[config.mk]
export PLATFORM = sky130hd
export DESIGN_NAME = entropy_conditioner
export DESIGN_NICKNAME = d
export VERILOG_FILES = /design/src/rtl/entropy_conditioner.sv
export SDC_FILE = /design/constraint.sdc
export NUM_CORES = 1
export LEC_CHECK = 0
export BUFFER_PORTS_ARGS = -buffer_cell sky130_fd_sc_hd__buf_4
export CORE_AREA = 4 4 73 75
export DETAILED_ROUTE_END_ITERATION = 8
export DIE_AREA = 0 0 77 79
export PLACE_DENSITY = 0.82
export RECOVER_POWER = 25
export SLEW_MARGIN = 20
export SYNTH_ARGS = -nofsm -noshare
export SYNTH_HDL_FRONTEND = slang
export SYNTH_SLANG_ARGS = --single-unit
[constraint.sdc]
create_clock -name clk -period 3.9 [get_ports clk]
set_input_delay 0 -clock clk [delete_from_list [all_inputs] [get_ports clk]]
set_output_delay 0 -clock clk [all_outputs]
set_load 0.005 [all_outputs]
[src/rtl/entropy_conditioner.sv]
// Von Neumann debiaser and word packer for a raw TRNG bitstream, plus a two-tap analog smoother.
// Build with ENTROPY_COND_HEALTH_EN defined to add the repetition-count health test and FAIL state.
module entropy_conditioner #(
    parameter int unsigned OUT_W     = 16,
    parameter int unsigned REP_LIMIT = 8
) (
    input  logic             clk,
    input  logic             reset_n,
    input  logic             raw_bit_in,
    input  logic             raw_bit_valid,
    input  logic [7:0]       analog_sample_in,
    input  logic             analog_sample_valid,
    input  logic             health_clr,
    output logic [OUT_W-1:0] entropy_word_out,
    output logic             entropy_word_valid,
    output logic [7:0]       analog_entropy_out,
    output logic             health_fail,
    output logic [4:0]       debug_bits_collected
);

    // The bit count shares the 5-bit debug port, so both parameters are capped at 31.
    if (OUT_W < 2 || OUT_W > 31 || REP_LIMIT < 2 || REP_LIMIT > 31) begin : g_bad_params
        $error("entropy_conditioner: OUT_W and REP_LIMIT must both lie in 2..31");
    end

    localparam logic [4:0] LastIdx = 5'(OUT_W - 1);

`ifdef ENTROPY_COND_HEALTH_EN
    typedef enum logic [1:0] {PairA, PairB, Fail} pair_state_e;
`else
    typedef enum logic [1:0] {PairA, PairB} pair_state_e;
`endif

    pair_state_e      state_q;
    logic             first_q;
    logic [OUT_W-1:0] acc_q;
    logic [4:0]       count_q;
    logic [OUT_W-1:0] acc_shift;
    logic             trip;

    // Pair 10 yields 1 and 01 yields 0, so the accepted bit is always the stored first bit.
    assign acc_shift            = {acc_q[OUT_W-2:0], first_q};
    assign debug_bits_collected = count_q;

`ifdef ENTROPY_COND_HEALTH_EN
    localparam logic [4:0] RepLimit = 5'(REP_LIMIT);

    logic       prev_bit_q;
    logic [4:0] run_q;
    logic [4:0] run_next;
    logic       fail_q;

    // run_q == 0 marks "no previous bit" after reset or clear; saturate once tripped.
    always_comb begin
        run_next = run_q;
        if (run_q == 5'd0 || raw_bit_in != prev_bit_q) begin
            run_next = 5'd1;
        end else if (run_q != RepLimit) begin
            run_next = run_q + 5'd1;
        end
    end

    assign trip = raw_bit_valid && !health_clr && (state_q != Fail) && (run_next == RepLimit);

    always_ff @(posedge clk or negedge reset_n) begin
        if (!reset_n) begin
            prev_bit_q <= 1'b0;
            run_q      <= 5'd0;
            fail_q     <= 1'b0;
        end else if (health_clr) begin
            run_q  <= 5'd0;
            fail_q <= 1'b0;
        end else if (raw_bit_valid) begin
            prev_bit_q <= raw_bit_in;
            run_q      <= run_next;
            if (trip) begin
                fail_q <= 1'b1;
            end
        end
    end

    assign health_fail = fail_q;
`else
    assign trip        = 1'b0;
    assign health_fail = 1'b0;
`endif

    always_ff @(posedge clk or negedge reset_n) begin
        if (!reset_n) begin
            state_q            <= PairA;
            first_q            <= 1'b0;
            acc_q              <= '0;
            count_q            <= 5'd0;
            entropy_word_out   <= '0;
            entropy_word_valid <= 1'b0;
        end else begin
            entropy_word_valid <= 1'b0;
            if (health_clr) begin
                state_q <= PairA;
                acc_q   <= '0;
                count_q <= 5'd0;
            end else if (trip) begin
`ifdef ENTROPY_COND_HEALTH_EN
                // A trip suppresses any publication the same bit would have caused.
                state_q <= Fail;
`endif
                acc_q   <= '0;
                count_q <= 5'd0;
            end else if (raw_bit_valid) begin
                unique case (state_q)
                    PairA: begin
                        first_q <= raw_bit_in;
                        state_q <= PairB;
                    end
                    PairB: begin
                        state_q <= PairA;
                        if (first_q != raw_bit_in) begin
                            if (count_q == LastIdx) begin
                                entropy_word_out   <= acc_shift;
                                entropy_word_valid <= 1'b1;
                                acc_q              <= '0;
                                count_q            <= 5'd0;
                            end else begin
                                acc_q   <= acc_shift;
                                count_q <= count_q + 5'd1;
                            end
                        end
                    end
                    default: ;
                endcase
            end
        end
    end

    logic [7:0] prev_sample_q;
    logic [8:0] analog_sum;

    assign analog_sum = {1'b0, prev_sample_q} + {1'b0, analog_sample_in};

    always_ff @(posedge clk or negedge reset_n) begin
        if (!reset_n) begin
            prev_sample_q      <= 8'd0;
            analog_entropy_out <= 8'd0;
        end else if (analog_sample_valid) begin
            prev_sample_q      <= analog_sample_in;
            analog_entropy_out <= analog_sum[8:1];
        end
    end

endmodule

**Word level (Yosys, flattened, before mapping)**

Index checks and enable logic that the tools add are counted.

- Register bits: 56
- Output and inout port bits: 31
- Logic and storage cells: 41

- Add/subtract/negate cells: 2
- Eq/ne operators: 3
- Muxes and demuxes: 18
- Bitwise logic cells: 1
- Reduce and logical (&&, ||, !) cells: 9

Operator list:

| cell | number |
|---|---|
| 15-bit two-way mux | 5 |
| 5-bit two-way mux | 5 |
| 8-bit by 8-bit adder with 9-bit output | 1 |
| 3-bit AND reduction | 2 |
| 2-bit nonzero test | 3 |
| 5-bit by 1-bit adder with 5-bit output, second input constant | 1 |
| 5-bit by 4-bit == test with 1-bit output, second input constant | 1 |
| 1-bit two-way mux | 5 |
| 5-bit AND reduction | 1 |
| 2-bit two-way mux | 2 |
| 2-bit one-hot mux with 2 select lines | 1 |
| 3-bit nonzero test | 1 |
| 2-bit by 1-bit == test with 1-bit output, second input constant | 1 |
| 2-bit zero test | 1 |
| 2-bit AND reduction | 1 |
| 1-bit != test | 1 |
| 1-bit NOT | 1 |

**Depth between registers and ports, before layout**

Gate-level depths: netlist of run 1.

- Word-level depth: 6
- Mapped depth: 7

**Worst setup path after synthesis of run 1**

No wires, ideal clock.

- Path kind: register -> register
- Start point: register prev_sample_q[0]
- End point: register analog_entropy_out[7]
- Library setup time: 0.126 ns
- Arrival: 1.682 ns
- Data required time: 3.774 ns
- Path slack: 2.092 ns
- Stages on the path, launching flop included: 7
- Clock period less this slack: 1.808 ns
- Cells stage by stage: dfrtp_1 and2_1 fa_1 a21o_1 a31oi_1 o21ai_0 a221o_1

- Cells in the longest elaborated chain, start to end: 1

RTL lines:

| element | line | text |
|---|---|---|
| from (decl) | 135 | `logic [7:0] prev_sample_q;` |
| from (signal assigned) | 145 | `prev_sample_q <= analog_sample_in;` |
| 8-bit by 8-bit adder with 9-bit output | 138 | `assign analog_sum = {1'b0, prev_sample_q} + {1'b0, analog_sample_in};` |
| to (signal assigned) | 146 | `analog_entropy_out <= analog_sum[8:1];` |
| to (decl) | 16 | `output logic [7:0] analog_entropy_out,` |

No other way between the ends.
A chain may end at the register's enable or synchronous reset.

**Final worst setup path of run 1**

Same ends and word-level chain as after synthesis.

==> results of run 1 <==
[layout by cell type (no fill, tap or decap), types with 2 or more instances in the layout]
master / n
a21o_1: 3
a21oi_1: 6
a22o_1: 16
a31oi_1: 2
and2_1: 2
buf_4: 43
clkbuf_8: 6
dfrtp_1: 55
dlygate4sd3_1: 12
ha_1: 8
inv_1: 4
mux2_2: 20
mux2_4: 9
nand2_1: 3
nand2b_1: 2
nand3_1: 4
nand4_1: 5
nor2_1: 7
nor2b_1: 3
o21ai_0: 2
xnor2_1: 4
xor2_1: 3
[through the flow]
step,hold slack (ps),std cells,instance area [µm²],power (µW),setup WS (ps)
after floorplan,-296,180,2440,737,2090
after global placement,75.4,270,2790,811,2010
after detailed placement,83.1,270,2790,819,1960
after CTS,66.2,290,3010,1160,1960
after global routing,90.6,290,3010,1210,1850
final,69.2,290,3010,1150,1930
[Yosys cell counts (all sizes together) (2+ instances only)]
cell,n
dfrtp,55
mux2,29
a22o,16
buf,5
nand4,5
nand2,3
and2,2
a21o,3
nand2b,3
o21ai,2
nand3,4
clkbuf,3
nor2b,3
nor2,8
xor2,3
a21oi,6
xnor2,4
inv,4
a31oi,2
ha,8
[logic make-up (layout without fill, tap and decap cells)]
logic type                 count (synthesis)  in the layout
AOI/OAI and AO/OA                         35             35
DFF                                       55             55
other                                      1              1
and+or+nand+nor                           31             31
adders and majority gates                  9              9
buffers and inverters                     12             68
xor gates and xnor gates                   7              7
muxes                                     30             30
[power by group]
part / leakage, µW / internal, µW / switching (µW)
registers: 0.000730 / 604 / 20.8
clock network: 0.0000474 / 145 / 187
logic: 0.000754 / 102 / 86.6
total: 0.00153 / 852 / 294
[routing by layer]
| layer | up-vias | GRT usage | part of all wire |
|---|---|---|---|
| li1 | 760 | - | - |
| met1 | 785 | 0.200 | 0.45 |
| met2 | 43 | 0.264 | 0.49 |
| met3 | 5 | 0.0329 | 0.046 |
| met4 | 0 | 0.0569 | 0.014 |
| met5 | - | 0 | 0 |
[final cells by class]
| type | instances | area (µm²) | share of cell area |
|---|---|---|---|
| clock inverter | 2 | 16.3 | 0.00540 |
| clock buffer | 6 | 82.6 | 0.0274 |
| timing repair buffer | 56 | 450 | 0.150 |
| inverter | 4 | 15.0 | 0.00499 |
| multi-input combinational | 113 | 1000 | 0.333 |
| tap | 54 | 67.6 | 0.0224 |
| sequential | 55 | 1380 | 0.457 |
[how the worst max path moves through the flow]
| stage | slack [ps] | startpoint | end |
|---|---|---|---|
| 2_1_floorplan | 2090 | prev_sample_q[0] | analog_entropy_out[7] |
| 3_5_place_dp | 1960 | prev_sample_q[0] | analog_entropy_out[7] |
| 3_3_place_gp | 2010 | prev_sample_q[0] | analog_entropy_out[7] |
| 5_1_grt | 1850 | prev_sample_q[0] | analog_entropy_out[7] |
| 4_1_cts | 1960 | prev_sample_q[0] | analog_entropy_out[7] |
| 6_report | 1930 | prev_sample_q[0] | analog_entropy_out[7] |
[registers in the layout, indices dropped and copies added, names as in the netlist]
signal	flops
debug_bits_collected	5
entropy_word_valid	1
first_q	1
prev_sample_q	8
state_q	1
entropy_word_out	16
acc_q	15
analog_entropy_out	8
[timing repair]
action | CTS | global route
setup buffers | 0 | 0
endpoints found under the setup margin | 0 | 0
hold buffers | 12 | 0
endpoints found under the hold margin | 67 | 0
==> results by group, run 1 <==
Floorplanning
  • Die X: 77 µm
  • I/O pin cnt: 45
  • Effective utilization at floorplan: 0.525
  • Die span in y: 79 µm
  • Overall die area: 6080 µm²
  • Std-Cell Rows: 25
  • Core box area: 4660 µm²

Cells and area
  • Final standard cell utilization of the core: 0.646
  • Layout cell share with drive strength beyond 1: 0.360
  • Layout net count: 258
  • Antenna fix cells: 0
  • Area grow syn2layout: 23.2%
  • Final-layout fill cell count: 359

Drt
  • Number of vias after detailed routing: 1593
  • Final WL: 4.41 mm
  • Vias/cell: 5.49
  • TritonRoute pass-1 iters: 6
  • WL/cell: 15.2 µm
  • DRC violations left: 0
  • Initial DRC Count: 51
  • Number of nets still failing antenna checks after routing: 0

Timing
  • Period Utilization, post-route: 0.505
  • Slew margin rel.: 0.565
  • Sum Neg Setup Slack: 0 ps
  • Final slew viol count: 0
  • Unrepaired setup endpoints after global routing: false
  • Post-layout minimum cycle time: 1970 ps
  • Slew at the pin closest to its max-slew limit: 653 ps
  • Max Freq: 508 MHz
  • Final Hold Violating Endpoints: 0
  • Endpoints failing setup: 0
  • Maximum clock skew at final layout: 7.96 ps

Power
  • Worst vdd ir: 0.222 mV
  • Power per Cell Area: 381 nW/µm²
  • Static leakage: 0.00153 µW

Clocking
  • Number of buffers created by CTS: 5
  • Max H-tree Level: 2
  • CTS root buffer: clkbuf_8
  • Clock insertion delay at the later pin of the skew report: 310 ps
  • CTS tree: yes
  • Deepest clock path buffer count: 2
  • Post-CTS sizing: 0
  • Clock transition time at the flip-flop clock pins of the worst setup and hold paths: 100 ps
  • TritonCTS Sinks: 55

Critical path
  • Critical Path End Type: register
  • Count of cells along the worst register-to-register path: 6
  • Crit path max fanout: 3
  • R2R setup slack: 1930 ps
  • Reg2Reg Launch Point: prev_sample_q[0]
  • Slowest stage cell, crit path: dfrtp_1
  • Slowest stage delay, CP: 400 ps
  • Type of the worst setup path: register to register
  • Type of element launching the critical path: register
  • Cell-by-cell listing of the critical path: and2_1 -> fa_1 -> a21o_1 -> a31oi_1 -> o21ai_0 -> a221o_1
  • Stages on the worst setup path: 6
  • Buffers and inverters on the worst path: 0
  • Dominant delay contributor by cell family on the critical path: compound AO/OA/AOI/OAI gates
  • Critical path arrival: 2170 ps
  • Capture instance of the worst register-to-register path: analog_entropy_out[7]
  • Data required time at the worst endpoint: 4100 ps

Logic synthesis
  • Synthesized-area fraction occupied by ao, oa, aoi and oai cells: 0.111
  • FF+latch count, synth: 55
  • Post-Syn Instances: 180
  • Mean post-synth cell area: 13.6 µm²
  • Mux contribution to synthesized area: 0.151
  • Yosys top cell area share: 0.563
  • Share of async-settable or async-resettable flops after synthesis: 1.00
  • Number of synthesized flops with an enable pin: 0
  • Library cell occupying the most area in the post-synthesis netlist: dfrtp_1
  • Area contributors post-synth: dfrtp_1 56%, mux2_2 9.2%, a22o_1 5.7%
  • Synth Area in XOR/XNOR: 0.0251
  • Post-synthesis cell area: 2440 µm²
  • Simple-Gate Fraction of Synth Area: 0.0727
  • Combinational family with the most area after synthesis: multiplexers
  • Fraction of the yosys area taken by sequential cells: 0.563
  • Number of nets produced by synthesis: 203
  • Yosys synthesis warning count: 0
  • Distinct cell type count after synthesis: 38
  • Post-synthesis share of cell area spent on full adders, half adders and majority gates: 0.0491
  • Ys flop type: dfrtp_1

Global routing
  • Via count of the first global-routing pass: 1642
  • First-pass GRT wire length: 7.58 mm
  • Congestion Overflow GR: 0
  • Largest net degree at the start of global routing: 56
  • Initial antenna violation count: 0
  • Gr usage total: 0.156

Hold path
  • Class of the worst hold path: input pin to register
  • Hold Path Stages: 2
  • WHS Endpoint: analog_entropy_out[1]
  • Start point of the worst hold path: analog_sample_valid

Job
  • Max Cap Viol: 0

Place
  • Half-perimeter wire length after detailed placement: 3.05 mm
  • Final Wtd Congestion: 0.821
  • Count of input and output buffers: 43

Run status
  • Result of the run: finished clean
(Power assumes the default switching activity.)
==> run 2, diff against run 1 <==
--- a/config.mk
+++ b/config.mk
@@ -6,10 +6,10 @@
 export NUM_CORES = 1
 export LEC_CHECK = 0
 export BUFFER_PORTS_ARGS = -buffer_cell sky130_fd_sc_hd__buf_4
-export CORE_AREA = 4 4 73 75
+export CORE_AREA = 4 4 76 78
 export DETAILED_ROUTE_END_ITERATION = 8
-export DIE_AREA = 0 0 77 79
-export PLACE_DENSITY = 0.82
+export DIE_AREA = 0 0 80 82
+export PLACE_DENSITY = 0.8
 export RECOVER_POWER = 25
 export SLEW_MARGIN = 20
 export SYNTH_ARGS = -nofsm -noshare
==> constraint.sdc (replaced) <==
create_clock -name clk -period 1.8 [get_ports clk]
set_input_delay 0 -clock clk [delete_from_list [all_inputs] [get_ports clk]]
set_output_delay 0 -clock clk [all_outputs]
set_load 0.005 [all_outputs]
==> run 2 against run 1 <==
Wire length is 4.0% higher. Clock skew about the same. Sequential share of layout area down 1.1 points. Clock power up 100%. Critical path depth did not move. First-iteration DRC count shrank 27%. The run now ends with setup timing left. Die area is 7.8% higher. Global-route usage down 0.77 points. Core utilization is 3.7 points lower.
==> results by group, run 2 (synthesis results as in run 1) <==
Critical path
  • Slowest stage delay, CP: 410 ps (about the same)
  • Buffers and inverters on the worst path: 0 (unchanged)
  • Data required time at the worst endpoint: 1990 ps (-2110 ps)
  • Cell-by-cell listing of the critical path: and2_4 -> fa_2 -> a21o_1 -> a31oi_2 -> o21ai_1 -> a221o_1
  • Critical path arrival: 2000 ps (-170 ps)
  • Type of element launching the critical path: register
  • Capture instance of the worst register-to-register path: analog_entropy_out[7]
  • Count of cells along the worst register-to-register path: 6 (unchanged)
  • Reg2Reg Launch Point: prev_sample_q[0]
  • Critical Path End Type: register
  • Dominant delay contributor by cell family on the critical path: compound AO/OA/AOI/OAI gates
  • Slowest stage cell, crit path: dfrtp_1
  • Type of the worst setup path: register to register
  • R2R setup slack: -10 ps (-1940 ps)
  • Crit path max fanout: 3 (unchanged)

Cells and area
  • Layout net count: 263 (+1.9%)
  • Layout cell share with drive strength beyond 1: 0.394 (+0.0340)
  • Area grow syn2layout: 26.4%
  • Largest registers: entropy_word_out x16, acc_q x15
  • Final std cell area, no fill: 3090 µm² (+2.6%)
  • Final Non-Filler Cells: 311 (+7.2%)
  • Most common cell after layout, fill and taps aside: dfrtp_1
  • Top register by number of flip-flops: entropy_word_out
  • Final-layout fill cell count: 424 (+18%)
  • Top library cells by usage in the layout, fill and taps aside: 55 x dfrtp_1, 47 x buf_4, 20 x mux2_2
  • Antenna fix cells: 0 (unchanged)
  • Max FFs per register: 16 (unchanged)

Clocking
  • Max H-tree Level: 2 (unchanged)
  • CTS root buffer: clkbuf_8
  • TritonCTS Sinks: 55 (unchanged)
  • Clock insertion delay at the later pin of the skew report: 300 ps (about the same)
  • Deepest clock path buffer count: 2 (unchanged)
  • Clock transition time at the flip-flop clock pins of the worst setup and hold paths: 100 ps (about the same)
  • CTS tree: yes
  • Number of buffers created by CTS: 5 (unchanged)

Power
  • Static leakage: 0.00156 µW (+1.6%)
  • Total net switching power: 648 µW (+120%)
  • Power share of the sequential group: 0.546 (about the same)
  • Proportion of total power due to net switching: 0.260 (+0.00353)
  • Internal power of the cells: 1840 µW (+120%)
  • Comb pwr share: 0.183 (+0.018)
  • Clock group share of total power: 0.271 (-0.019)
  • Overall power consumption: 2490 µW (+120%)
  • Power per Cell Area: 806 nW/µm² (+110%)
  • Worst vdd ir: 0.484 mV (+120%)

Job
  • Max Cap Viol: 0 (unchanged)

Floorplanning
  • Die span in y: 82 µm (+3.8%)
  • Effective utilization at floorplan: 0.482 (-0.0428)
  • I/O pin cnt: 45 (unchanged)
  • Overall die area: 6560 µm² (+7.8%)
  • Core box area: 5070 µm² (+8.9%)
  • Std-Cell Rows: 26 (+4.0%)
  • Die X: 80 µm (+3.9%)

Timing
  • Post-route setup slack: -11.6 ps (-1940 ps)
  • Final slew viol count: 0 (unchanged)
  • Maximum clock skew at final layout: 7.98 ps (+0.0122 ps)
  • Slew at the pin closest to its max-slew limit: 1330 ps (+678 ps)
  • Period Utilization, post-route: 1.01 (+0.502)
  • Final Hold Violating Endpoints: 0 (unchanged)
  • Hold slack final: 77.0 ps (+7.82 ps)
  • Max Freq: 552 MHz (+8.7%)
  • Endpoints failing setup: 1 (+1)
  • Post-layout minimum cycle time: 1810 ps (-157 ps)
  • Unrepaired setup endpoints after global routing: true
  • Slew margin rel.: 0.113 (-0.452)

Global routing
  • Largest net degree at the start of global routing: 56 (unchanged)
  • Congestion Overflow GR: 0 (unchanged)
  • Gr usage total: 0.149 (-0.00773)
  • First-pass GRT wire length: 7.63 mm (+0.73%)
  • Via count of the first global-routing pass: 1669 (+1.6%)
  • Initial antenna violation count: 0 (unchanged)

Drt
  • TritonRoute pass-1 iters: 4 (-2)
  • WL/cell: 14.7 µm (-3.0%)
  • Final WL: 4.59 mm (+4.0%)
  • Number of vias after detailed routing: 1613 (+1.3%)
  • Vias/cell: 5.19 (-5.6%)
  • Number of nets still failing antenna checks after routing: 0 (unchanged)
  • Initial DRC Count: 37 (-27%)
  • DRC violations left: 0 (unchanged)

Place
  • Half-perimeter wire length after detailed placement: 3.07 mm (+0.57%)
  • Final Wtd Congestion: 0.881 (+7.4%)
  • Placed inst area: 2840 µm² (+1.5%)
  • Count of input and output buffers: 43 (unchanged)
  • Placed Cells: 289 (+7.0%)

Run status
  • Violated checks: setup timing
  • Result of the run: finished, violations left

Hold path
  • Hold Path Stages: 2 (unchanged)
  • Class of the worst hold path: input pin to register
  • WHS Endpoint: analog_entropy_out[1]
  • Start point of the worst hold path: analog_sample_valid
[run 2: power by group through the flow]
stage	clock network, µW	registers [µW]	logic (µW)
6_report	675	1360	456
5_1_grt	763	1370	502
4_1_cts	704	1360	441
3_5_place_dp	0	1380	404
3_3_place_gp	0	1380	396
2_1_floorplan	0	1380	220
[run 2: metrics by stage]
stage	utilization	TNS [ps]	setup slack [ps]
finish	0.609	-11.6	-11.6
global route	0.609	-112	-59.3
CTS	0.606	-15.4	-15.4
detailed placement	0.559	-111	-111
global placement	0.559	-62.0	-62.0
floorplan	-	0	26.2
[run 2: metal layers]
layer,global-route usage,vias to the layer above,routed length [µm]
met4,0.0541,0,58
li1,-,773,-
met3,0.0351,8,181
met2,0.255,40,2250
met5,0,-,0
met1,0.183,792,2100
[run 2: what timing repair did]
| item | CTS | global route |
|---|---|---|
| pin swaps | 0 | 3 |
| hold endpoints to repair | 68 | 0 |
| endpoints found under the setup margin | 3 | 3 |
| gates resized for setup | 3 | 5 |
| hold buffers | 12 | 0 |
| buffers inserted | 1 | 1 |
[run 2: how the worst max path moves through the flow]
stage	startpoint	end	slack, ps	cells past startpoint
3_3_place_gp	prev_sample_q[0]	analog_entropy_out[7]	-60	6
5_1_grt	prev_sample_q[0]	analog_entropy_out[7]	-60	6
6_report	prev_sample_q[0]	analog_entropy_out[7]	-10	6
3_5_place_dp	prev_sample_q[0]	analog_entropy_out[7]	-110	6
4_1_cts	prev_sample_q[0]	analog_entropy_out[7]	-20	6
2_1_floorplan	prev_sample_q[0]	analog_entropy_out[7]	30	6
[run 2: area by class of cell]
cell class,count,area [µm²],area share
clock buffers,6,72.6,0.0235
clock inverters,2,17.5,0.00567
inverters,4,15.0,0.00486
multi-input cells,113,1030,0.335
flip-flops and latches,55,1380,0.446
well taps,70,87.6,0.0284
repair buffers,61,485,0.157
